<file path="src/rtl/elk_shift_seq_pkg.sv">
// Shared constants and types for the elk shift command sequencer.
package elk_shift_seq_pkg;

    localparam logic [2:0] REG_STATUS = 3'd0;
    localparam logic [2:0] REG_VALUE  = 3'd1;
    localparam logic [2:0] REG_CTRL   = 3'd2;
    localparam logic [2:0] REG_RESULT = 3'd3;
    localparam logic [2:0] REG_CLEAR  = 3'd4;

    localparam int BIT_BUSY      = 0;
    localparam int BIT_CMD_FULL  = 1;
    localparam int BIT_CMD_EMPTY = 2;
    localparam int BIT_RES_FULL  = 3;
    localparam int BIT_RES_EMPTY = 4;
    localparam int BIT_OVF       = 5;
    localparam int BIT_UNF       = 6;

    localparam logic [1:0] S_IDLE  = 2'd0;
    localparam logic [1:0] S_SHIFT = 2'd1;
    localparam logic [1:0] S_DONE  = 2'd2;

    typedef struct packed {
        logic [31:0] val;
        logic        dir;
        logic [4:0]  amt;
    } cmd_t;

endpackage

</file>
<file path="src/rtl/elk_shift_seq_if.sv">
// Slot bus connecting the CPU side to the shift sequencer.
interface elk_shift_seq_if;
    logic        cs;
    logic        read;
    logic        write;
    logic [4:0]  addr;
    logic [31:0] wr_data;
    logic [31:0] rd_data;

    modport master (output cs, read, write, addr, wr_data, input rd_data);
    modport slave  (input cs, read, write, addr, wr_data, output rd_data);
endinterface

</file>
<file path="src/rtl/elk_sync_fifo.sv">
// Synchronous first-word-fall-through FIFO; caller must never push when full or pop when empty.
module elk_sync_fifo #(
    parameter int WIDTH = 32,
    parameter int DEPTH = 4
) (
    input  logic                     clk,
    input  logic                     reset,
    input  logic                     push,
    input  logic                     pop,
    input  logic [WIDTH-1:0]         din,
    output logic [WIDTH-1:0]         dout,
    output logic                     full,
    output logic                     empty,
    output logic [$clog2(DEPTH):0]   count
);
    localparam int AW = $clog2(DEPTH);
    localparam int CW = AW + 1;

    logic [WIDTH-1:0] mem [DEPTH];
    logic [AW-1:0]    wr_ptr;
    logic [AW-1:0]    rd_ptr;

    assign full  = (count == CW'(DEPTH));
    assign empty = (count == '0);
    assign dout  = mem[rd_ptr];

    always_ff @(posedge clk) begin
        if (push) mem[wr_ptr] <= din;
    end

    always_ff @(posedge clk or posedge reset) begin
        if (reset) begin
            wr_ptr <= '0;
            rd_ptr <= '0;
            count  <= '0;
        end else begin
            if (push) wr_ptr <= wr_ptr + 1'b1;
            if (pop)  rd_ptr <= rd_ptr + 1'b1;
            case ({push, pop})
                2'b10:   count <= count + 1'b1;
                2'b01:   count <= count - 1'b1;
                default: count <= count;
            endcase
        end
    end
endmodule

</file>
<file path="src/rtl/elk_shift_seq.sv">
// Shift job sequencer: CPU queues jobs over the slot bus, a bit-serial engine runs them.
//  state   | meaning
//  S_IDLE  | waiting for a queued job; pops it when present
//  S_SHIFT | shifting val one bit per cycle until cnt reaches zero
//  S_DONE  | pushing val into the result FIFO; holds while it is full
module elk_shift_seq
    import elk_shift_seq_pkg::*;
#(
    parameter int CMD_DEPTH = 4,
    parameter int RES_DEPTH = 4
) (
    input logic                  clk,
    input logic                  reset,
    elk_shift_seq_if.slave       bus
);
    localparam int CMD_CW = $clog2(CMD_DEPTH) + 1;
    localparam int RES_CW = $clog2(RES_DEPTH) + 1;

    logic [2:0]        reg_sel;
    logic              bus_wr;
    logic              bus_rd;
    logic              unused_addr;
    logic [31:0]       stage;
    logic              ovf;
    logic              unf;
    logic [1:0]        state;
    logic [31:0]       val;
    logic              dir;
    logic [4:0]        cnt;

    cmd_t              cmd_in;
    cmd_t              cmd_head;
    logic              cmd_push, cmd_pop, cmd_full, cmd_empty;
    logic [CMD_CW-1:0] cmd_count;
    logic [31:0]       res_head;
    logic              res_push, res_pop, res_full, res_empty;
    logic [RES_CW-1:0] res_count;
    logic [31:0]       status;

    assign reg_sel     = bus.addr[2:0];
    assign unused_addr = ^bus.addr[4:3];
    assign bus_wr      = bus.cs && bus.write;
    assign bus_rd      = bus.cs && bus.read;

    // Full/empty are pre-edge flags, so a push to a full FIFO is dropped even if the engine pops.
    assign cmd_in   = {stage, bus.wr_data[5:0]};
    assign cmd_push = bus_wr && (reg_sel == REG_CTRL) && !cmd_full;
    assign cmd_pop  = (state == S_IDLE) && !cmd_empty;
    assign res_push = (state == S_DONE) && !res_full;
    assign res_pop  = bus_rd && (reg_sel == REG_RESULT) && !res_empty;

    elk_sync_fifo #(.WIDTH($bits(cmd_t)), .DEPTH(CMD_DEPTH)) u_cmd_fifo (
        .clk(clk), .reset(reset), .push(cmd_push), .pop(cmd_pop), .din(cmd_in),
        .dout(cmd_head), .full(cmd_full), .empty(cmd_empty), .count(cmd_count)
    );

    elk_sync_fifo #(.WIDTH(32), .DEPTH(RES_DEPTH)) u_res_fifo (
        .clk(clk), .reset(reset), .push(res_push), .pop(res_pop), .din(val),
        .dout(res_head), .full(res_full), .empty(res_empty), .count(res_count)
    );

    always_ff @(posedge clk or posedge reset) begin
        if (reset) begin
            stage <= '0;
            ovf   <= 1'b0;
            unf   <= 1'b0;
        end else begin
            if (bus_wr && reg_sel == REG_VALUE) stage <= bus.wr_data;
            if (bus_wr && reg_sel == REG_CTRL && cmd_full)
                ovf <= 1'b1;
            else if (bus_wr && reg_sel == REG_CLEAR && bus.wr_data[0])
                ovf <= 1'b0;
            if (bus_rd && reg_sel == REG_RESULT && res_empty)
                unf <= 1'b1;
            else if (bus_wr && reg_sel == REG_CLEAR && bus.wr_data[1])
                unf <= 1'b0;
        end
    end

    always_ff @(posedge clk or posedge reset) begin
        if (reset) begin
            state <= S_IDLE;
            val   <= '0;
            dir   <= 1'b0;
            cnt   <= '0;
        end else begin
            case (state)
                S_IDLE: if (!cmd_empty) begin
                    val   <= cmd_head.val;
                    dir   <= cmd_head.dir;
                    cnt   <= cmd_head.amt;
                    state <= S_SHIFT;
                end
                S_SHIFT: if (cnt != '0) begin
                    val <= dir ? (val << 1) : (val >> 1);
                    cnt <= cnt - 1'b1;
                end else begin
                    state <= S_DONE;
                end
                S_DONE: if (!res_full) state <= S_IDLE;
                default: state <= S_IDLE;
            endcase
        end
    end

    always_comb begin
        status                = '0;
        status[BIT_BUSY]      = (state != S_IDLE);
        status[BIT_CMD_FULL]  = cmd_full;
        status[BIT_CMD_EMPTY] = cmd_empty;
        status[BIT_RES_FULL]  = res_full;
        status[BIT_RES_EMPTY] = res_empty;
        status[BIT_OVF]       = ovf;
        status[BIT_UNF]       = unf;
        status[11:8]          = 4'(cmd_count);
        status[15:12]         = 4'(res_count);
    end

    always_comb begin
        bus.rd_data = '0;
        case (reg_sel)
            REG_STATUS: bus.rd_data = status;
            REG_VALUE:  bus.rd_data = stage;
            REG_RESULT: bus.rd_data = res_empty ? 32'h0 : res_head;
            default:    bus.rd_data = '0;
        endcase
    end
endmodule

</file>
<file path="src/flat_wrapper.sv">
// flat-port wrapper written by rule: the top's interface ports become plain ports
module elk_shift_seq_flat import elk_shift_seq_pkg::*;
#(
    parameter int CMD_DEPTH = 4,
    parameter int RES_DEPTH = 4
)
  (clk, reset, bus_cs, bus_read, bus_write, bus_addr, bus_wr_data, bus_rd_data);
  elk_shift_seq_if bus_i ();
  input logic clk;
  input logic reset;
  input wire logic [$bits(bus_i.cs)-1:0] bus_cs;
  input wire logic [$bits(bus_i.read)-1:0] bus_read;
  input wire logic [$bits(bus_i.write)-1:0] bus_write;
  input wire logic [$bits(bus_i.addr)-1:0] bus_addr;
  input wire logic [$bits(bus_i.wr_data)-1:0] bus_wr_data;
  output wire logic [$bits(bus_i.rd_data)-1:0] bus_rd_data;
  assign bus_i.cs = bus_cs;
  assign bus_i.read = bus_read;
  assign bus_i.write = bus_write;
  assign bus_i.addr = bus_addr;
  assign bus_i.wr_data = bus_wr_data;
  assign bus_rd_data = bus_i.rd_data;
  elk_shift_seq #(.CMD_DEPTH(CMD_DEPTH), .RES_DEPTH(RES_DEPTH)) u_core (.clk(clk), .reset(reset), .bus(bus_i));
endmodule
</file>
<file path="config.mk">
export PLATFORM = sky130hd
export DESIGN_NAME = elk_shift_seq_flat
export DESIGN_NICKNAME = d
export VERILOG_FILES = /design/src/rtl/elk_shift_seq_pkg.sv /design/src/rtl/elk_shift_seq_if.sv /design/src/rtl/elk_sync_fifo.sv /design/src/rtl/elk_shift_seq.sv /design/src/flat_wrapper.sv
export SDC_FILE = /design/constraint.sdc
export NUM_CORES = 1
export LEC_CHECK = 0
export BUFFER_PORTS_ARGS = -buffer_cell sky130_fd_sc_hd__buf_2
export CAP_MARGIN = 20
export CORE_AREA = 2 2 196 198
export DETAILED_ROUTE_END_ITERATION = 10
export DIE_AREA = 0 0 198 200
export SETUP_SLACK_MARGIN = 0.5
export SKIP_LAST_GASP = 1
export SYNTH_ARGS = -nofsm -noshare
export SYNTH_HDL_FRONTEND = slang
export SYNTH_SLANG_ARGS = --single-unit
</file>
<file path="constraint.sdc">
create_clock -name clk -period 4.1 [get_ports clk]
set_input_delay 0.82 -clock clk [delete_from_list [all_inputs] [get_ports clk]]
set_output_delay 0.82 -clock clk [all_outputs]
set_load 0.005 [all_outputs]
</file>
==> flow_metrics.tcl <==
set metrics [dict create \
    status "completed" \
    root_buffer "clkbuf_16" \
    clock_insertion_delay_worst_skew_ps 520 \
    yosys-top-cells-area "edfxtp_1, dfrtp_1, mux4_2" \
    ys_async_sr_fraction_pct 23.9 \
    worst_setup_path_start_kind "register" \
    synthToLayoutAreaGrowth_pct 15.7 \
    ys_ff_latch 368 \
    synth_ff_type "edfxtp_1" \
    crit_path_end_kind "output pin" \
    netlist.area_leader.share_pct 56.8 \
    relSlewSlack_pct 30.1 \
    hold_class "primary input to async pin" \
    cts_buffers 38 \
    netlist_area_mm2 0.0148 \
    clock-sinks 368 \
    rr_startpoint "u_core.u_res_fifo.count[0]$_DFFE_PP0P_" \
    drc_errors 0 \
    synth_cell_types 46 \
    synth_edf_count 280 \
    dpl_cell_area_mm2 0.0159 \
    setup_viol 0 \
    port_buffers 71 \
    final_util_pct 45.8 \
    gr-total-overflow 0 \
    path_max_fanout 13 \
    ys_seq_area_share_pct 71.7 \
    ioPinCount 74 \
    first_iter_violations 497 \
    wl_per_cell_um 22.1 \
    setup_ws_ps 728 \
    drive_above_1_share_pct 28.4 \
    slew_violations 0 \
    yosys.area.top_type "edfxtp_1" \
    row_count 71 \
    first_global_vias 7863 \
    finalCriticalPeriod_ps 3370 \
    routed_wl_mm 32.4 \
    ys_warn_count 0 \
    synth_cells 838 \
    r2r_cells 10 \
    ir_drop_v 0.000277 \
    fin_crit_sh_pct 82.2 \
    start_util_pct 39.6 \
    h-tree-depth 2 \
    required_ps 3280 \
    cts_setup_buffers 0 \
    cts_buffer_depth 3 \
    post-place-ws_ps 1090 \
    drv_cap 0 \
    syn_avg_cell_area_um2 17.7 \
    num_vias 7714 \
    grt_max_degree 67 \
    r2r_slack_ps 1580 \
    ant_nets 0 \
    rsz0062_at_grt "false" \
    hpwl_mm 20.1 \
    r2r-end "u_core.u_res_fifo.count[2]$_DFFE_PP0P_" \
    powerDensity_mw_per_mm2 673 \
    critical_path_class "register to output pin" \
    fin_tns_setup_ps 0 \
    fin_area_mm2 0.0171 \
    max_slew.worst_pin.slew_ps 1050 \
    coreArea_mm2 0.0374 \
    place_congestion 0.715 \
    die_area_mm2 0.0396 \
    vias_per_cell 5.25 \
    finalHoldWorstSlack_ps 468 \
    fp.dieW_um 198 \
    cts_tree "built" \
    fin_worst_skew_ps 12.6 \
    gr-usage-all-layers_pct 16.8 \
    grt_first_pass_wirelength_mm 49.1 \
    arrival_ps 2550 \
    p_leak_nw 6.22 \
    antennaDiodeCount 0 \
    hold_violations 0 \
    dieHeight_um 200 \
    clkTransAtPathRegs_ps 60 \
    antenna_found_initial 1 \
    fmaxAchievable_mhz 297 \
    nets 984 \
    synth_nets 893 \
    firstDrtPassIters 4 \
]
[worst max-delay path by stage]
stage	from	to	slack [ps]	cells after the start
3_3_place_gp	bus_addr[0]	bus_rd_data[2]	1080	6
5_1_grt	u_core.u_res_fifo.count[0]$_DFFE_PP0P_	bus_rd_data[2]	550	6
3_5_place_dp	bus_addr[0]	bus_rd_data[2]	1090	6
6_report	u_core.u_res_fifo.rd_ptr[1]$_DFFE_PP0P_	bus_rd_data[2]	730	4
4_1_cts	u_core.u_res_fifo.rd_ptr[0]$_DFFE_PP0P_	bus_rd_data[14]	550	5
2_1_floorplan	reset	u_core.cnt[0]$_DFFE_PP0P_	1000	1
[flip-flops by register name, summed over array words and instances, names as in the netlist, 3 cells and up]
signal	cells
u_core.u_cmd_fifo.mem	152
u_core.u_cmd_fifo.count	3
u_core.stage	32
u_core.u_res_fifo.count	3
u_core.val	32
u_core.u_res_fifo.mem	128
u_core.cnt	5
[area by class of cell]
cell class	count	area [µm²]
inverters	28	108
flip-flops and latches	368	10600
clock buffers	60	1110
clock inverters	9	129
fillers	3200	20300
repair buffers	98	633
multi-input cells	395	3890
well taps	511	639
[metal layers]
| metal | track usage, % | part of all wire, % | vias to the layer above |
|---|---|---|---|
| met3 | 2.59 | 3.8 | 51 |
| met4 | 5.37 | 2.7 | 0 |
| met1 | 22.5 | 44 | 4049 |
| met2 | 28.4 | 49 | 160 |
| met5 | 0 | 0 | - |
| li1 | - | - | 3454 |
[cell usage in the layout, fill, tap and decap left out, types with 3 or more instances in the layout]
| master | instances |
|---|---|
| inv_1 | 26 |
| buf_2 | 71 |
| xnor2_1 | 6 |
| o21ai_0 | 61 |
| mux4_2 | 69 |
| bufinv_16 | 3 |
| nand3_1 | 3 |
| xor2_1 | 6 |
| buf_4 | 21 |
| and3_2 | 4 |
| a22o_1 | 21 |
| mux2i_1 | 34 |
| a221o_1 | 3 |
| nand4_1 | 4 |
| nand2_1 | 69 |
| mux2_2 | 34 |
| clkbuf_16 | 39 |
| buf_12 | 6 |
| edfxtp_1 | 280 |
| ha_1 | 11 |
| nor2_1 | 15 |
| dfrtp_2 | 3 |
| or3_1 | 4 |
| a222oi_1 | 9 |
| clkbuf_1 | 15 |
| dfrtp_1 | 84 |
| a21oi_1 | 7 |
| and2_1 | 6 |
| nor3_1 | 4 |
| clkbuf_8 | 6 |
[synth_stat cells, types with 3 or more instances]
cell / instances
edfxtp_1: 280
dfrtp_1: 88
mux4_2: 69
nand2_1: 69
o21ai_0: 61
mux2_2: 34
mux2i_1: 34
inv_1: 27
buf_2: 24
a22o_1: 21
clkbuf_1: 15
nor2_1: 15
ha_1: 11
a222oi_1: 9
a21oi_1: 7
and2_1: 7
xnor2_1: 6
xor2_1: 6
and3_1: 5
nor3_1: 5
clkbuf_2: 4
nand4_1: 4
or3_1: 4
a221o_1: 3
buf_4: 3
nand3_1: 3
[critical path: stages (launching register included)]
cell and delay, ps:
dfrtp_1 780, mux4_2 440, a222oi_1 590, inv_1 80
buf_2 140
[repair_timing]
item	CTS	global route
resized for setup	0	1
setup endpoints to repair	0	1
hold buffers	0	0
[logic make-up after synthesis]
logic type | synth area share, %
buffers and inverters | 2.21
flip-flops | 71.7
AO/OA/AOI/OAI | 5.00
XOR/XNOR | 0.710
adder cells (fa/ha/maj) | 1.20
multiplexers | 15.5
AND/OR/NAND/NOR | 3.75
[report_power, final]
part	total [W]	internal, W	switching [W]
registers	0.00553	0.00469	0.000839
logic	0.00258	0.00134	0.00124
clock network	0.00342	0.00206	0.00136
total	0.0115	0.00809	0.00343
[through the flow]
stage,cells,power (W)
2_1_floorplan,838,0.00730
3_3_place_gp,1400,0.00814
3_5_place_dp,1400,0.00822
4_1_cts,1469,0.0117
5_1_grt,1469,0.0122
6_report,1469,0.0115
(Power assumes the default switching activity.)
